## src/rtl/lsu_pkg.sv

```systemverilog
// rtl/lsu_pkg.sv - shared types and constants for the load/store controller
package lsu_pkg;

  localparam int LSU_DW = 16;

  localparam logic LSU_SIZE_BYTE = 1'b0;
  localparam logic LSU_SIZE_WORD = 1'b1;

  typedef enum logic [2:0] {
    IDLE,
    LOAD,
    RMW_RD,
    WR,
    RESP
  } lsu_state_t;

endpackage

```

## src/rtl/lsu_byte_lane.sv

```systemverilog
// rtl/lsu_byte_lane.sv - little-endian byte lane extract/extend and byte merge
module lsu_byte_lane
  import lsu_pkg::*;
(
  input  logic [LSU_DW-1:0] word,
  input  logic              byte_sel,
  input  logic              sign_ext,
  input  logic [7:0]        new_byte,
  output logic [LSU_DW-1:0] load_val,
  output logic [LSU_DW-1:0] merged
);

  logic [7:0] lane;

  always_comb begin
    lane     = byte_sel ? word[15:8] : word[7:0];
    load_val = {{8{sign_ext & lane[7]}}, lane};
    merged   = byte_sel ? {new_byte, word[7:0]} : {word[15:8], new_byte};
  end

endmodule

```

## src/rtl/lsu_mem_ctrl.sv

```systemverilog
// rtl/lsu_mem_ctrl.sv - byte-addressed load/store controller for a 16-bit word memory
// Optional LSU_BOUNDS_CHECK_EN: word addresses >= MEM_DEPTH are rejected like misalignment.
module lsu_mem_ctrl
  import lsu_pkg::*;
#(
  parameter int unsigned MEM_DEPTH = 256
) (
  input  logic              clk,
  input  logic              rst_n,
  input  logic              req_valid,
  output logic              req_ready,
  input  logic              req_we,
  input  logic              req_size,
  input  logic              req_signed,
  input  logic [15:0]       req_addr,
  input  logic [LSU_DW-1:0] req_wdata,
  output logic              rsp_valid,
  output logic [LSU_DW-1:0] rsp_rdata,
  output logic              rsp_err,
  output logic [15:0]       mem_addr,
  output logic [LSU_DW-1:0] mem_wdata,
  output logic              mem_we,
  output logic              mem_re,
  input  logic [LSU_DW-1:0] mem_rdata
);

  lsu_state_t state, state_nx;

  logic              l_sel;
  logic              l_signed;
  logic              l_size;
  logic [7:0]        l_byte;
  logic              req_err;
  logic              misaligned;
  logic              out_of_range;
  logic              we_state;
  logic [LSU_DW-1:0] lane_load;
  logic [LSU_DW-1:0] lane_merged;

  assign misaligned = (req_size == LSU_SIZE_WORD) && req_addr[0];

`ifdef LSU_BOUNDS_CHECK_EN
  assign out_of_range = 32'(req_addr[15:1]) >= MEM_DEPTH;
`else
  localparam int unsigned depth_unused = MEM_DEPTH;
  assign out_of_range = 1'b0;
`endif

  assign req_err = misaligned | out_of_range;

  lsu_byte_lane u_byte_lane (
    .word     (mem_rdata),
    .byte_sel (l_sel),
    .sign_ext (l_signed),
    .new_byte (l_byte),
    .load_val (lane_load),
    .merged   (lane_merged)
  );

  always_ff @(posedge clk) begin
    if (!rst_n) state <= IDLE;
    else        state <= state_nx;
  end

  always_comb begin
    state_nx  = state;
    req_ready = 1'b0;
    rsp_valid = 1'b0;
    mem_re    = 1'b0;
    we_state  = 1'b0;
    case (state)
      IDLE: begin
        req_ready = 1'b1;
        if (req_valid) begin
          if (req_err)                      state_nx = RESP;
          else if (!req_we)                 state_nx = LOAD;
          else if (req_size == LSU_SIZE_WORD) state_nx = WR;
          else                              state_nx = RMW_RD;
        end
      end
      LOAD: begin
        mem_re   = 1'b1;
        state_nx = RESP;
      end
      RMW_RD: begin
        mem_re   = 1'b1;
        state_nx = WR;
      end
      WR: begin
        we_state = 1'b1;
        state_nx = RESP;
      end
      RESP: begin
        rsp_valid = 1'b1;
        state_nx  = IDLE;
      end
      default: state_nx = IDLE;
    endcase
  end

  // Gating with rst_n blocks the write even in the cycle reset is first seen.
  assign mem_we = we_state & rst_n;

  always_ff @(posedge clk) begin
    if (!rst_n) begin
      l_sel     <= 1'b0;
      l_signed  <= 1'b0;
      l_size    <= LSU_SIZE_BYTE;
      l_byte    <= 8'h00;
      mem_addr  <= 16'h0000;
      mem_wdata <= '0;
      rsp_rdata <= '0;
      rsp_err   <= 1'b0;
    end else begin
      case (state)
        IDLE: begin
          if (req_valid) begin
            l_sel    <= req_addr[0];
            l_signed <= req_signed;
            l_size   <= req_size;
            l_byte   <= req_wdata[7:0];
            mem_addr <= {1'b0, req_addr[15:1]};
            rsp_err  <= req_err;
            if (req_we && (req_size == LSU_SIZE_WORD) && !req_err)
              mem_wdata <= req_wdata;
          end
        end
        LOAD: begin
          rsp_rdata <= (l_size == LSU_SIZE_WORD) ? mem_rdata : lane_load;
        end
        RMW_RD: begin
          mem_wdata <= lane_merged;
        end
        RESP: begin
          rsp_rdata <= '0;
          rsp_err   <= 1'b0;
        end
        default: ;
      endcase
    end
  end

endmodule

```

## config.mk

```make
export PLATFORM = sky130hd
export DESIGN_NAME = lsu_mem_ctrl
export DESIGN_NICKNAME = d
export VERILOG_FILES = /design/src/rtl/lsu_pkg.sv /design/src/rtl/lsu_byte_lane.sv /design/src/rtl/lsu_mem_ctrl.sv
export SDC_FILE = /design/constraint.sdc
export NUM_CORES = 1
export LEC_CHECK = 0
export ABC_CLOCK_PERIOD_IN_PS = 1600
export CAP_MARGIN = 30
export CELL_PAD_IN_SITES_DETAIL_PLACEMENT = 1
export CELL_PAD_IN_SITES_GLOBAL_PLACEMENT = 1
export CORE_UTILIZATION = 25
export CTS_BUF_LIST = sky130_fd_sc_hd__clkbuf_8
export CTS_CLUSTER_SIZE = 16
export DETAILED_ROUTE_END_ITERATION = 6
export PLACE_DENSITY = 0.72
export SKIP_CTS_REPAIR_TIMING = 1
export SLEW_MARGIN = 5
export SYNTH_ARGS = -nofsm -noshare
export SYNTH_HDL_FRONTEND = slang
export SYNTH_SLANG_ARGS = --single-unit
```

## constraint.sdc

```tcl
create_clock -name clk -period 1.6 [get_ports clk]
set_clock_uncertainty 0.05 [all_clocks]
set_input_delay 0.24 -clock clk [delete_from_list [all_inputs] [get_ports clk]]
set_output_delay 0.24 -clock clk [all_outputs]
set_load 0.02 [all_outputs]
```

==> run summary <==
The flow ran to the end, and the final reports show no timing, DRC or antenna violations. The height of the die works out to 110 um. Across the run, the number of max-cap violations was 0. Number of vias per cell after detailed routing: 4.65. For the worst setup path, the data arrival time is 1.27 ns.

For the number of endpoints with negative hold slack in the final report, the log shows 0. The detailed router finished its first iteration with 80 violations. Counting flops and latches in the post-synthesis netlist gives 62. At the pin with the least slew margin, the transition time is 0.589 ns.

Internal portion of total power: 2950 uW. For this design the top-level I/O count stands at 107. The worst-case headroom to the max-slew limit was 60.7%; the worst setup margin was 0.0387 ns.

The cell area after synthesis was 2890 um2; the weighted congestion at the end of routability-driven global placement was 0.795. STA classifies the critical path endpoint as an output port. The synthesis-to-layout area growth was 55.5%; the deepest clock path buffer count was 2. The count of cells in the finished layout, fillers not included, comes to 602. The die covers 12000 um2. The run gives 4 as the first-pass detailed-route iteration total. The startpoint type of the worst setup path is a flop.

After synthesis, the mean cell area works out to 8.33 um2. The library cells used most frequently in the layout, excluding fill and tap cells, are nand2_1 (113), dfxtp_1 (60), clkdlybuf4s50_1 (53). The tightest hold path in the finished design has a slack of 0.399 ns. OpenSTA, run right after detailed placement, puts the worst setup slack at -0.0636 ns. Ratio of total power to cell area: 915 nW/um2.

Shortest clock period the worst path allows after layout: 1.56 ns. The tools report the net count after synthesis as 401. The analysis attributes to cell leakage a power of 0.00254 uW.

The run gives 40.7% as the post-layout utilization of the core. The logs give 3 for the H-tree depth and 22.9% for the combinational share of power. After layout, the worst path uses 97.6% of the clock period.

Setup violations remaining at the end of the flow were counted as 0. The tools report the core box area as 11000 um2. The gate count after technology mapping was 347; the insertion delay of the later-clocked pin in the worst-skew pair was 0.34 ns. The path class of the tightest hold or removal check is in2reg. The global-route wire length before repair was 15000 um; the half-perimeter wire length after detailed placement was 6810 um. The highest fanout seen on the critical path works out to 2.

After floorplanning, the core was divided into 38 placement rows. Across all register-to-register paths, the minimum setup slack is 0.06 ns. For the post-route setup TNS, the log shows 0 ns. In the global route stage, overall resource usage came out at 16.4%. In this design, the largest share of critical-path delay is due to buffers and inverters.

For this design, the slowest cell found on the critical path is clkdlybuf4s50_1. Cells with a size suffix above 1 make up 14.3% of the layout. Of the total power, the share spent switching nets is 28.3%. The clock network fraction of design power was 35.4%. Registers are responsible for 41.7% of the overall power.

Traced cell by cell, the critical path runs through clkdlybuf4s50_1. The clock buffer count from CTS was 9; the initial standard-cell utilization of the core was 26.2%. The remaining routing DRC violations was 0; the timing-limited maximum frequency was 640 MHz. Setup repair after global routing could not meet its margin everywhere.

Summing the sequential cell areas from Yosys gives 42.9% of the chip area. In the final routed layout, each cell accounts on average for 15.4 um. The logs give 2802 for the vias after detailed routing and 587 for the number of cells in the design after placement.

Yosys printed 0 warnings. For this design the total switching power over the nets is 1160 uW. Clock tree synthesis found a total of 62 sinks. The count of nets left with antenna violations once routing finished came out at 0.

The critical setup path kind is reg2out. Clock-pin slew was measured on the worst setup and hold paths at 0.07 ns. The post-synthesis cell type count was 33.

The worst IR drop on VDD came out at 385 uV. The count of input and output buffers came out at 105. The number of antenna repair diodes is 0, and the maximum single-stage delay on the critical path is 0.60 ns. The library cell used most frequently in the layout, excluding fill and tap cells, is nand2_1. The via count of the first global-routing pass came out at 2993. The root buffer cell chosen for the clock tree is clkbuf_8. The number of antenna violations at the first check in global routing was 0; the chip width was 110 um.

The run gives 512 as the net total in the final layout. TritonCTS built the clock tree. The global route total overflow came out at 0.

The run gives 1.31 ns as the required arrival time at the worst endpoint. The pin count of the biggest net entering global routing was 70. After detailed routing, the total wire length is 9280 um. The number of pins exceeding their max-slew limit in the final report came out at 0.

The total buffers and inverters traversed by the critical path works out to 1.
-- worst paths after layout --
check               startpoint            to  depth (start not counted)
setup / recovery  mem_addr[13]  mem_addr[13]                          1
hold / removal     req_addr[4]   mem_addr[3]                          3
setup reg to reg         l_sel  mem_wdata[8]                          4
hold reg to reg    mem_addr[6]   mem_addr[6]                          2
-- sequential cells by signal (all words and copies together) (netlist names) --
signal and count:
l_byte 8, l_sel 1, l_signed 1, l_size 1, mem_addr 15, mem_wdata 16
rsp_err 1, rsp_rdata 16, state 3
-- power groups by stage --
stage	Combinational, uW	Sequential (uW)	Clock (uW)
finish	942	1710	1460
global route	1030	1720	1590
CTS	964	1710	1510
detailed placement	960	1750	0
global placement	944	1750	0
floorplan	423	1820	0
-- per-layer routing --
layer  vias to the layer above  share of wire, %  global-route usage (%)
li1                       1393                 -                       -
met1                      1317                45                    20.5
met2                        80                45                    26.1
met3                        12               8.7                    6.16
met4                         0               1.3                    5.14
met5                         -                 0                       0
-- through the flow --
stage               power (uW)  area, um2
floorplan                 2250       2890
global placement          2690       4150
detailed placement        2710       4150
CTS                       4190       4360
global route              4350       4490
finish                    4110       4490
-- cells by family (layout without fill, tap and decap cells) --
kind of cell / Yosys count / after routing / synth area share [%]
other: 1 / 1 / 0.130
DFF: 62 / 62 / 42.9
muxes: 25 / 25 / 9.39
AOI/OAI and AO/OA: 79 / 79 / 18.1
xor gates and xnor gates: 2 / 2 / 0.606
buffers and inverters: 30 / 145 / 6.36
and+or+nand+nor: 148 / 148 / 22.4
-- synthesized netlist by cell type --
cell type | instances | area share [%]
a21boi_0 | 6 | 1.6
a21boi_1 | 20 | 5.2
a21oi_1 | 2 | 0.35
a31oi_1 | 16 | 3.5
a41oi_1 | 1 | 0.30
and2_1 | 9 | 1.9
and4_1 | 1 | 0.30
and4b_1 | 1 | 0.35
buf_2 | 6 | 1.0
buf_4 | 3 | 0.78
buf_6 | 7 | 2.7
clkbuf_1 | 13 | 1.7
conb_1 | 1 | 0.13
dfxtp_1 | 62 | 43
inv_1 | 1 | 0.13
mux2_2 | 17 | 6.6
mux2i_1 | 8 | 2.8
nand2_1 | 113 | 15
nand2_2 | 1 | 0.22
nand2b_1 | 3 | 0.65
nand3_1 | 10 | 1.7
nand4_1 | 1 | 0.22
nor2_1 | 3 | 0.39
nor2_4 | 1 | 0.39
nor2b_1 | 1 | 0.22
nor3_4 | 1 | 0.56
nor3b_1 | 3 | 0.78
o211ai_2 | 1 | 0.43
o21a_1 | 1 | 0.26
o21ai_0 | 24 | 4.2
o2bb2ai_1 | 8 | 2.4
xnor2_1 | 1 | 0.30
xor2_1 | 1 | 0.30
-- final cells by class --
class	instances	area, um2
Timing Repair Buffer	129	1390
Fill cell	1306	6540
Sequential cell	62	1240
Inverter	1	3.75
Multi-Input combinational cell	255	1470
Tap cell	140	175
Clock inverter	3	42.5
Clock buffer	12	165
No activity file was read; power rests on OpenSTA's default activity.
